<file path="src/rtl/fetch_stage.sv">
// Instruction-fetch stage with IF/ID register. At most one imem request is in flight.
// A 2-entry FIFO holds returned instructions while decode stalls.
module fetch_stage #(
    parameter int unsigned      XLEN      = 32,
    parameter logic [XLEN-1:0]  RESET_PC  = '0,
    parameter logic [31:0]      NOP_INSTR = 32'h0000_0013
) (
    input  logic            i_clk,
    input  logic            i_rst,
    output logic            o_imem_req,
    output logic [XLEN-1:0] o_imem_addr,
    input  logic            i_imem_ready,
    input  logic            i_imem_rvalid,
    input  logic [31:0]     i_imem_rdata,
    input  logic            i_stall_d,
    input  logic            i_flush_d,
    input  logic            i_pc_src_e,
    input  logic [XLEN-1:0] i_pc_target_e,
    output logic [31:0]     o_instr_d,
    output logic [6:0]      o_opcode_d,
    output logic [XLEN-1:0] o_pc_d,
    output logic [XLEN-1:0] o_pc_plus4_d,
    output logic            o_valid_d
);
    typedef struct packed {
        logic [31:0]     instr;
        logic [XLEN-1:0] pc;
    } entry_t;

    logic [XLEN-1:0] pcf_q, pcf_d, tag_pc_q, tag_pc_d;
    logic            epoch_q, epoch_d, tag_epoch_q, tag_epoch_d, out_q, out_d;
    entry_t          fifo_q [2];
    entry_t          fifo_d [2];
    logic            rd_ptr_q, rd_ptr_d, wr_ptr_q, wr_ptr_d;
    logic [1:0]      cnt_q, cnt_d;
    logic [31:0]     instr_q, instr_d;
    logic [XLEN-1:0] pc_q, pc_d, pc4_q, pc4_d;
    logic            valid_q, valid_d;
    logic            accept, kept, advance, load_head, bypass, push;
    entry_t          head;

    // rvalid feeds req combinationally so a 1-cycle memory sustains one fetch per cycle
    assign o_imem_req  = !i_rst && !i_pc_src_e && (!out_q || i_imem_rvalid)
                         && (({1'b0, cnt_q} + {2'b0, out_q}) < 3'd2);
    assign o_imem_addr = pcf_q;
    assign accept      = o_imem_req && i_imem_ready;
    // stale-epoch responses belong to a path abandoned by an earlier redirect
    assign kept        = i_imem_rvalid && out_q && (tag_epoch_q == epoch_q) && !i_pc_src_e;
    assign advance     = !i_flush_d && !i_stall_d;
    assign load_head   = advance && (cnt_q != 2'd0);
    assign bypass      = advance && (cnt_q == 2'd0) && kept;
    assign push        = kept && !bypass;
    assign head        = fifo_q[rd_ptr_q];

    always_comb begin
        pcf_d       = pcf_q;
        epoch_d     = epoch_q;
        out_d       = out_q;
        tag_pc_d    = tag_pc_q;
        tag_epoch_d = tag_epoch_q;
        fifo_d      = fifo_q;
        rd_ptr_d    = rd_ptr_q;
        wr_ptr_d    = wr_ptr_q;
        cnt_d       = cnt_q + {1'b0, push} - {1'b0, load_head};
        instr_d     = instr_q;
        pc_d        = pc_q;
        pc4_d       = pc4_q;
        valid_d     = valid_q;

        if (i_imem_rvalid) out_d = 1'b0;
        if (accept) begin
            out_d       = 1'b1;
            tag_pc_d    = pcf_q;
            tag_epoch_d = epoch_q;
            pcf_d       = pcf_q + XLEN'(4);
        end
        if (push) begin
            fifo_d[wr_ptr_q] = '{instr: i_imem_rdata, pc: tag_pc_q};
            wr_ptr_d         = !wr_ptr_q;
        end
        if (load_head) rd_ptr_d = !rd_ptr_q;
        if (i_pc_src_e) begin
            pcf_d    = {i_pc_target_e[XLEN-1:2], 2'b00};
            epoch_d  = !epoch_q;
            cnt_d    = 2'd0;
            rd_ptr_d = 1'b0;
            wr_ptr_d = 1'b0;
        end

        if (i_flush_d || (advance && !load_head && !bypass)) begin
            instr_d = NOP_INSTR;
            pc_d    = '0;
            pc4_d   = '0;
            valid_d = 1'b0;
        end else if (load_head) begin
            instr_d = head.instr;
            pc_d    = head.pc;
            pc4_d   = head.pc + XLEN'(4);
            valid_d = 1'b1;
        end else if (bypass) begin
            instr_d = i_imem_rdata;
            pc_d    = tag_pc_q;
            pc4_d   = tag_pc_q + XLEN'(4);
            valid_d = 1'b1;
        end
    end

    always_ff @(posedge i_clk) begin
        if (i_rst) begin
            pcf_q       <= RESET_PC;
            epoch_q     <= 1'b0;
            out_q       <= 1'b0;
            tag_pc_q    <= '0;
            tag_epoch_q <= 1'b0;
            fifo_q[0]   <= '0;
            fifo_q[1]   <= '0;
            rd_ptr_q    <= 1'b0;
            wr_ptr_q    <= 1'b0;
            cnt_q       <= 2'd0;
            instr_q     <= NOP_INSTR;
            pc_q        <= '0;
            pc4_q       <= '0;
            valid_q     <= 1'b0;
        end else begin
            pcf_q       <= pcf_d;
            epoch_q     <= epoch_d;
            out_q       <= out_d;
            tag_pc_q    <= tag_pc_d;
            tag_epoch_q <= tag_epoch_d;
            fifo_q      <= fifo_d;
            rd_ptr_q    <= rd_ptr_d;
            wr_ptr_q    <= wr_ptr_d;
            cnt_q       <= cnt_d;
            instr_q     <= instr_d;
            pc_q        <= pc_d;
            pc4_q       <= pc4_d;
            valid_q     <= valid_d;
        end
    end

    assign o_instr_d    = instr_q;
    assign o_opcode_d   = instr_q[6:0];
    assign o_pc_d       = pc_q;
    assign o_pc_plus4_d = pc4_q;
    assign o_valid_d    = valid_q;
endmodule

</file>
<file path="config.mk">
export PLATFORM = sky130hd
export DESIGN_NAME = fetch_stage
export DESIGN_NICKNAME = d
export VERILOG_FILES = /design/src/rtl/fetch_stage.sv
export SDC_FILE = /design/constraint.sdc
export NUM_CORES = 1
export LEC_CHECK = 0
export ABC_AREA = 1
export CORE_MARGIN = 2
export CORE_UTILIZATION = 30
export CTS_BUF_LIST = sky130_fd_sc_hd__clkbuf_8
export DETAILED_ROUTE_END_ITERATION = 10
export GPL_ROUTABILITY_DRIVEN = 0
export PLACE_DENSITY_LB_ADDON = 0.05
export SLEW_MARGIN = 15
export SYNTH_ARGS = -nofsm -noshare
export SYNTH_HDL_FRONTEND = slang
export SYNTH_SLANG_ARGS = --single-unit
export TNS_END_PERCENT = 20
</file>
<file path="constraint.sdc">
create_clock -name i_clk -period 2.4 [get_ports i_clk]
set_clock_uncertainty 0.2 [all_clocks]
set_input_delay 0.48 -clock i_clk [delete_from_list [all_inputs] [get_ports i_clk]]
set_output_delay 0.48 -clock i_clk [all_outputs]
set_load 0.05 [all_outputs]
</file>
==> results.toml <==
[detailed_routing]
firstDrtPassIters = 5
dr_total_vias = 13100
drt_iter0_drc = 819
drc_errors = 0
routed_wl_mm = 44.2
avgViaCountPerCell = 4.62
drt-wirelength-per-cell_um = 15.5
ant_nets = 0

[worst_setup_path]
required_ps = 1720
r2r_slack_ps = 200
critPathArrivalTime_ps = 1680
worstSetupStartpointType = "input port"
path_class = "in -> out"
end_kind = "primary output"
rr_worst_depth = 13
crit_fanout = 2

[floorplan]
design.die.area_um2 = 46000
die_width_um = 214
rows = 77
die_y_um = 214
pin_count = 208
start_util = 0.303
core_region_area_um2 = 43900

[synthesis]
synthMuxAreaShare = 0
synth_area_um2 = 13300
syn_avg_cell_area_um2 = 6.93
synth_xor_area_frac = 0.0158
synth-simple-area-share = 0.263
synth_top_family_by_area = "simple AND/OR/NAND/NOR gates"
synth_warnings = 0
synth-seq-cells = 284
post_synth_inst_count = 1917
synth_fa_ha_area_frac = 0.00377
synth_compound_area_frac = 0.196
synth.distinct_cells = 43
synth-seq-area-share = 0.428

[cts]
clock_sinks = 284
h-tree-depth = 2
cts_buffers = 53
clockBufferDepth = 3
clkTransAtPathRegs_ps = 60
clk_latency_ps = 620
hold_buffers = 0
root_buffer = "clkbuf_8"
cts_tree = "built"

[sta]
rsz0062_at_grt = "true"
finalCritPeriodShare = 0.982
period_minus_slack_ps = 2360
relSlewSlack = 0.587
tightest_slew_ps = 612
setup-violations-final = 0
fmax_ghz = 0.425
hold_viol = 0
report.final.slew_viol_count = 0

[power]
p_int_mw = 7.60
pwr-share-comb = 0.094
p_clk_frac = 0.435
p_sw_mw = 2.73
powerDensity_nw_per_um2 = 579
seq_power_share = 0.471
cellLeakagePower_nw = 8.11
switching_share = 0.264
totalPowerFinal_mw = 10.3
ir_drop_uv = 279

[finish]
fin_nets = 2291
final_common_cell = "nand2_1"
antenna_cells = 0
fin_cells = 2847
multi_input_area_um2 = 6420
fill_cells = 4731
ff_latch_area_um2 = 5690
area_growth_pct = 34.3
layout-drive-gt1-share = 0.148
final_cell_mix = "nand2_1, dfxtp_1, nor2_1"

[global_route]
grtUsageMet2 = 0.275
grt_max_degree = 88
grt_overflow = 0
gr-usage-met1 = 0.284
first_global_vias = 12400
grt_pass1_wl_mm = 70.3
use_met3 = 0.0393
grt_usage = 0.190
busiest_layer = "met1"
antenna_found_initial = 1

[place]
hpwl_mm = 31.2
dp.cells = 2752
portBuffers = 199

[outcome]
status = "completed"

[worst_hold_path]
hp-class = "in -> reg"
whs_path_depth = 3

[flow_run]
maxCapViolations = 0
[cell usage after synthesis, drive strengths merged]
cell type    n  share of area
o21ai      242          0.094
inv        143          0.041
nand2      535           0.16
a311oi      21          0.014
buf         84          0.039
ha           4         0.0038
dfxtp      284           0.43
o211a        8         0.0060
nand3b       5         0.0028
nor3        15         0.0072
xnor2        9         0.0059
or2          4         0.0019
o211ai       6         0.0034
a21oi      179          0.067
nor4         2        0.00094
a211oi       4         0.0023
xor2        15         0.0099
o22ai        1        0.00047
a31oi       12         0.0056
o21bai       4         0.0023
clkbuf      47          0.013
conb         1        0.00028
o311ai       1        0.00066
nor2       248          0.077
nand4        8         0.0038
o21a         1        0.00057
nand3       34          0.013
[layout make-up]
cell class / count / area share
inverters: 143 / 0.0303
flip-flops and latches: 284 / 0.319
multi-input cells: 1364 / 0.360
repair buffers: 370 / 0.193
clock inverters: 29 / 0.00645
well taps: 592 / 0.0415
clock buffers: 65 / 0.0501
[logic make-up (layout without fill, tap and decap cells)]
family / after synthesis / count (layout)
AND/OR/NAND/NOR: 851 / 851
AO/OA/AOI/OAI: 479 / 479
flip-flops: 284 / 284
buffers and inverters: 274 / 607
XOR/XNOR: 24 / 24
adder cells (fa/ha/maj): 4 / 4
other: 1 / 6
[power groups by stage]
stage          Clock [mW]  Combinational (mW)  Sequential, mW
5_1_grt              4.89                1.06            4.88
6_report             4.49               0.972            4.87
4_1_cts              4.66               0.976            4.87
3_3_place_gp            0               0.975            4.97
3_5_place_dp            0               0.979            4.97
2_1_floorplan           0               0.386            5.06
[flip-flops by register name, summed over array words and instances (netlist names)]
register      count
o_imem_addr      30
out_q             1
rd_ptr_q          1
epoch_q           1
fifo_q          124
o_valid_d         1
o_pc_d           30
o_pc_plus4_d     30
tag_pc_q         30
o_instr_d        32
cnt_q             2
tag_epoch_q       1
wr_ptr_q          1
[per-layer routing]
metal / vias up / part of all wire / routed length [µm]
met5: - / 0.00029 / 13
met4: 2 / 0.016 / 692
met3: 57 / 0.052 / 2310
met2: 321 / 0.42 / 18400
met1: 5978 / 0.52 / 22800
li1: 6790 / - / -
[final timing paths]
kind | startpoint | end
max | i_rst | o_imem_req
min | i_pc_target_e[3] | o_imem_addr[3]$_SDFFE_PP0P_
max reg2reg | cnt_q[1]$_SDFF_PP0_ | o_pc_plus4_d[26]$_SDFFE_PP0P_
min reg2reg | o_pc_d[27]$_SDFFE_PP0P_ | o_pc_d[27]$_SDFFE_PP0P_
[timing repair]
action	in CTS	in global routing
pin swaps	1	2
setup buffers	0	0
endpoints found under the setup margin	108	16
gates cloned	0	1
gates resized for setup	114	11
[stage by stage]
| stage | cell area (µm²) | worst slack [ps] | hold WS, ps | utilization | TNS [ps] |
|---|---|---|---|---|---|
| 6_report | 17900 | 44.4 | 233 | 0.406 | 0 |
| 5_1_grt | 17900 | -0.826 | 191 | 0.406 | -0.826 |
| 4_1_cts | 17800 | 0.186 | 183 | 0.405 | 0 |
| 3_5_place_dp | 16900 | -528 | 249 | 0.385 | -54340 |
| 3_3_place_gp | 16900 | -498 | 249 | 0.385 | -51150 |
| 2_1_floorplan | 13300 | 25.3 | 264 | - | 0 |
[critical path, cell delays in order]
cell,delay [ps]
clkdlybuf4s50_1,480
inv_4,80
nand2_2,70
nor3_4,290
buf_6,150
buf_12,120
(Power assumes the default switching activity.)
==> patch, RTL diff (same settings) <==
`XLEN`: 32 -> 64.
--- a/src/rtl/fetch_stage.sv
+++ b/src/rtl/fetch_stage.sv
@@ -2,5 +2,5 @@
 // A 2-entry FIFO holds returned instructions while decode stalls.
 module fetch_stage #(
-    parameter int unsigned      XLEN      = 32,
+    parameter int unsigned      XLEN      = 64,
     parameter logic [XLEN-1:0]  RESET_PC  = '0,
     parameter logic [31:0]      NOP_INSTR = 32'h0000_0013
Interface: changed (resized i_pc_target_e, o_imem_addr, o_pc_d and o_pc_plus4_d); port bits go from 208 to 336. No check against the original RTL was run, so the function may have changed too.
==> patch against the original RTL <==
  * The run now ends with setup timing left
  * Non-clock buffer count increased by 443
  * Sequential cell count increased by 192
  * Cell area increased by 89%
  * Area after synthesis increased by 75%
  * Setup slack got worse by 0.10 ns
  * Power increased by 74%
  * Via count increased by 88%
  * Routed wire length increased by 110%
==> patch: results (changes against the original RTL) <==
Max FO, Critical Path 3 (+1); Placed Area 0.03065 mm^2 (+81%); Worst Min Path Start i_rst; first-pass GRT wire length 141400 um (+100%); Placed Instances 5100 (+85%); dpl ws -0.8619 ns (-0.3342 ns); Setup WS post-layout -0.05727 ns (-0.1016 ns); Filler Cells Inserted 8276 (+75%); R2R depth 14 (+1); CP arrival 1.78 ns (+0.10 ns); hold path cells 4 (+1); clock latency on the worst-skew pair 0.71 ns (+0.09 ns); VDD IR max 312.8 uV (+12%); synth cell count leaders 920 x nand2_1, 476 x dfxtp_1, 415 x o21ai_0; via count 24696 (+88%); area grow syn2layout 44.47%; max FFs per register 188 (+52%); 1st-iter DRT viols 1524 (+86%); TritonCTS Buffers 89 (+68%); sequential area share after synthesis 40.89% (-1.9 points); largest net degree at the start of global routing 125 (+42%); HPWL after DPL 69230 um (+120%); Worst Hold Path EP o_imem_addr[18]; GRT Overall Usage 22.94% (+4.0 points); initial antenna violation count 2 (+1); grt met1 use 32.61% (+4.2 points); status complete, but fails checks; Worst-Margin Slew 0.6898 ns (+0.07736 ns); Wirelength per Cell 17.70 um (+14%); Reg2Reg Setup Slack -0.04 ns (-0.24 ns); H-tree depth 3 (+1); share of cells above drive strength 1 22.76% (+7.9 points); Synth async-reset ratio 0% (unchanged); failing checks setup timing; die area 0.07993 mm^2 (+74%); Hold Crit Class in2reg; Non-Filler Instances 5300 (+86%); endpoints failing setup 10 (+10); RR Endpoint o_pc_plus4_d[60]; vias in the first global route 23533 (+89%); M2 GR Usage 35.71% (+8.2 points); # nets final 4301 (+88%); GR Layer Usage met3 3.285% (-0.64 points); library cells used by synthesis 49 (+14%); reg2reg start cnt_q[1]; top post-synthesis cells by area dfxtp_1 41%, nand2_1 15%, o21ai_0 8.9%, a21oi_1 8.6%, inv_1 5.5%
patch: what timing repair did:
action	4_1_cts	5_1_grt
pin swaps	36	69
endpoints found under the setup margin	215	85
resized for setup	299	178
endpoints found under the hold margin	3	0
cloned	5	6
buffers inserted	13	18
hold buffers	2	0
patch: worst max-delay path by stage:
stage,slack [ns],cells after the start,from,endpoint
after floorplan,-0.04,13,i_flush_d,cnt_q[1]
after global placement,-0.83,15,i_flush_d,o_pc_plus4_d[52]
after detailed placement,-0.86,15,i_flush_d,o_pc_plus4_d[62]
after CTS,-0.12,6,cnt_q[0],o_imem_req
after global routing,-0.18,15,rd_ptr_q,o_pc_plus4_d[43]
final,-0.06,6,cnt_q[0],o_imem_req
patch: per-layer routing:
layer  part of all wire [%]  wire (um)
met5                      0          0
met1                     49      45730
met3                    4.5       4192
met4                    2.9       2730
met2                     44      41160
patch: final cells by class:
class	instances	share of cell area, %
clock inverter	49	0.8287
timing repair buffer	813	21.96
antenna	2	0.01486
clock buffer	106	4.333
inverter	361	4.073
sequential	476	28.33
tap	1040	3.865
multi-input combinational	2453	36.59
patch: worst max-delay path, cell delays in order, from the launching register on:
cell,delay [ns]
dfxtp_4,0.36
inv_2,0.08
buf_4,0.11
a21oi_2,0.06
nor3_4,0.21
buf_4,0.15
buf_12,0.12
patch: kinds of logic (layout without fill, tap and decap cells):
logic type / Yosys count / in the layout / synth area share [%]
compound gates: 922 / 922 / 20.82
xor+xnor: 51 / 51 / 1.917
fa+ha+maj: 4 / 4 / 0.2148
buf+inv: 578 / 1329 / 10.07
flops: 476 / 476 / 40.89
mux: 1 / 1 / 0.04295
other cells: 1 / 8 / 0.01609
simple gates: 1468 / 1469 / 26.03
patch: per-stage QoR:
stage	hold slack [ns]	TNS [ns]
after detailed placement	0.2537	-123.98
after CTS	0.002027	-0.9644
after floorplan	0.2244	-0.03766
final	0.04365	-0.2614
after global placement	0.2506	-119.86
after global routing	0.05057	-5.706
patch: power by group:
group	internal (W)	leakage, nW	switching [W]
combinational	0.000746	9.72	0.00117
clock	0.00421	1.01	0.00369
sequential	0.00805	3.86	0.000123
total	0.0130	14.6	0.00499
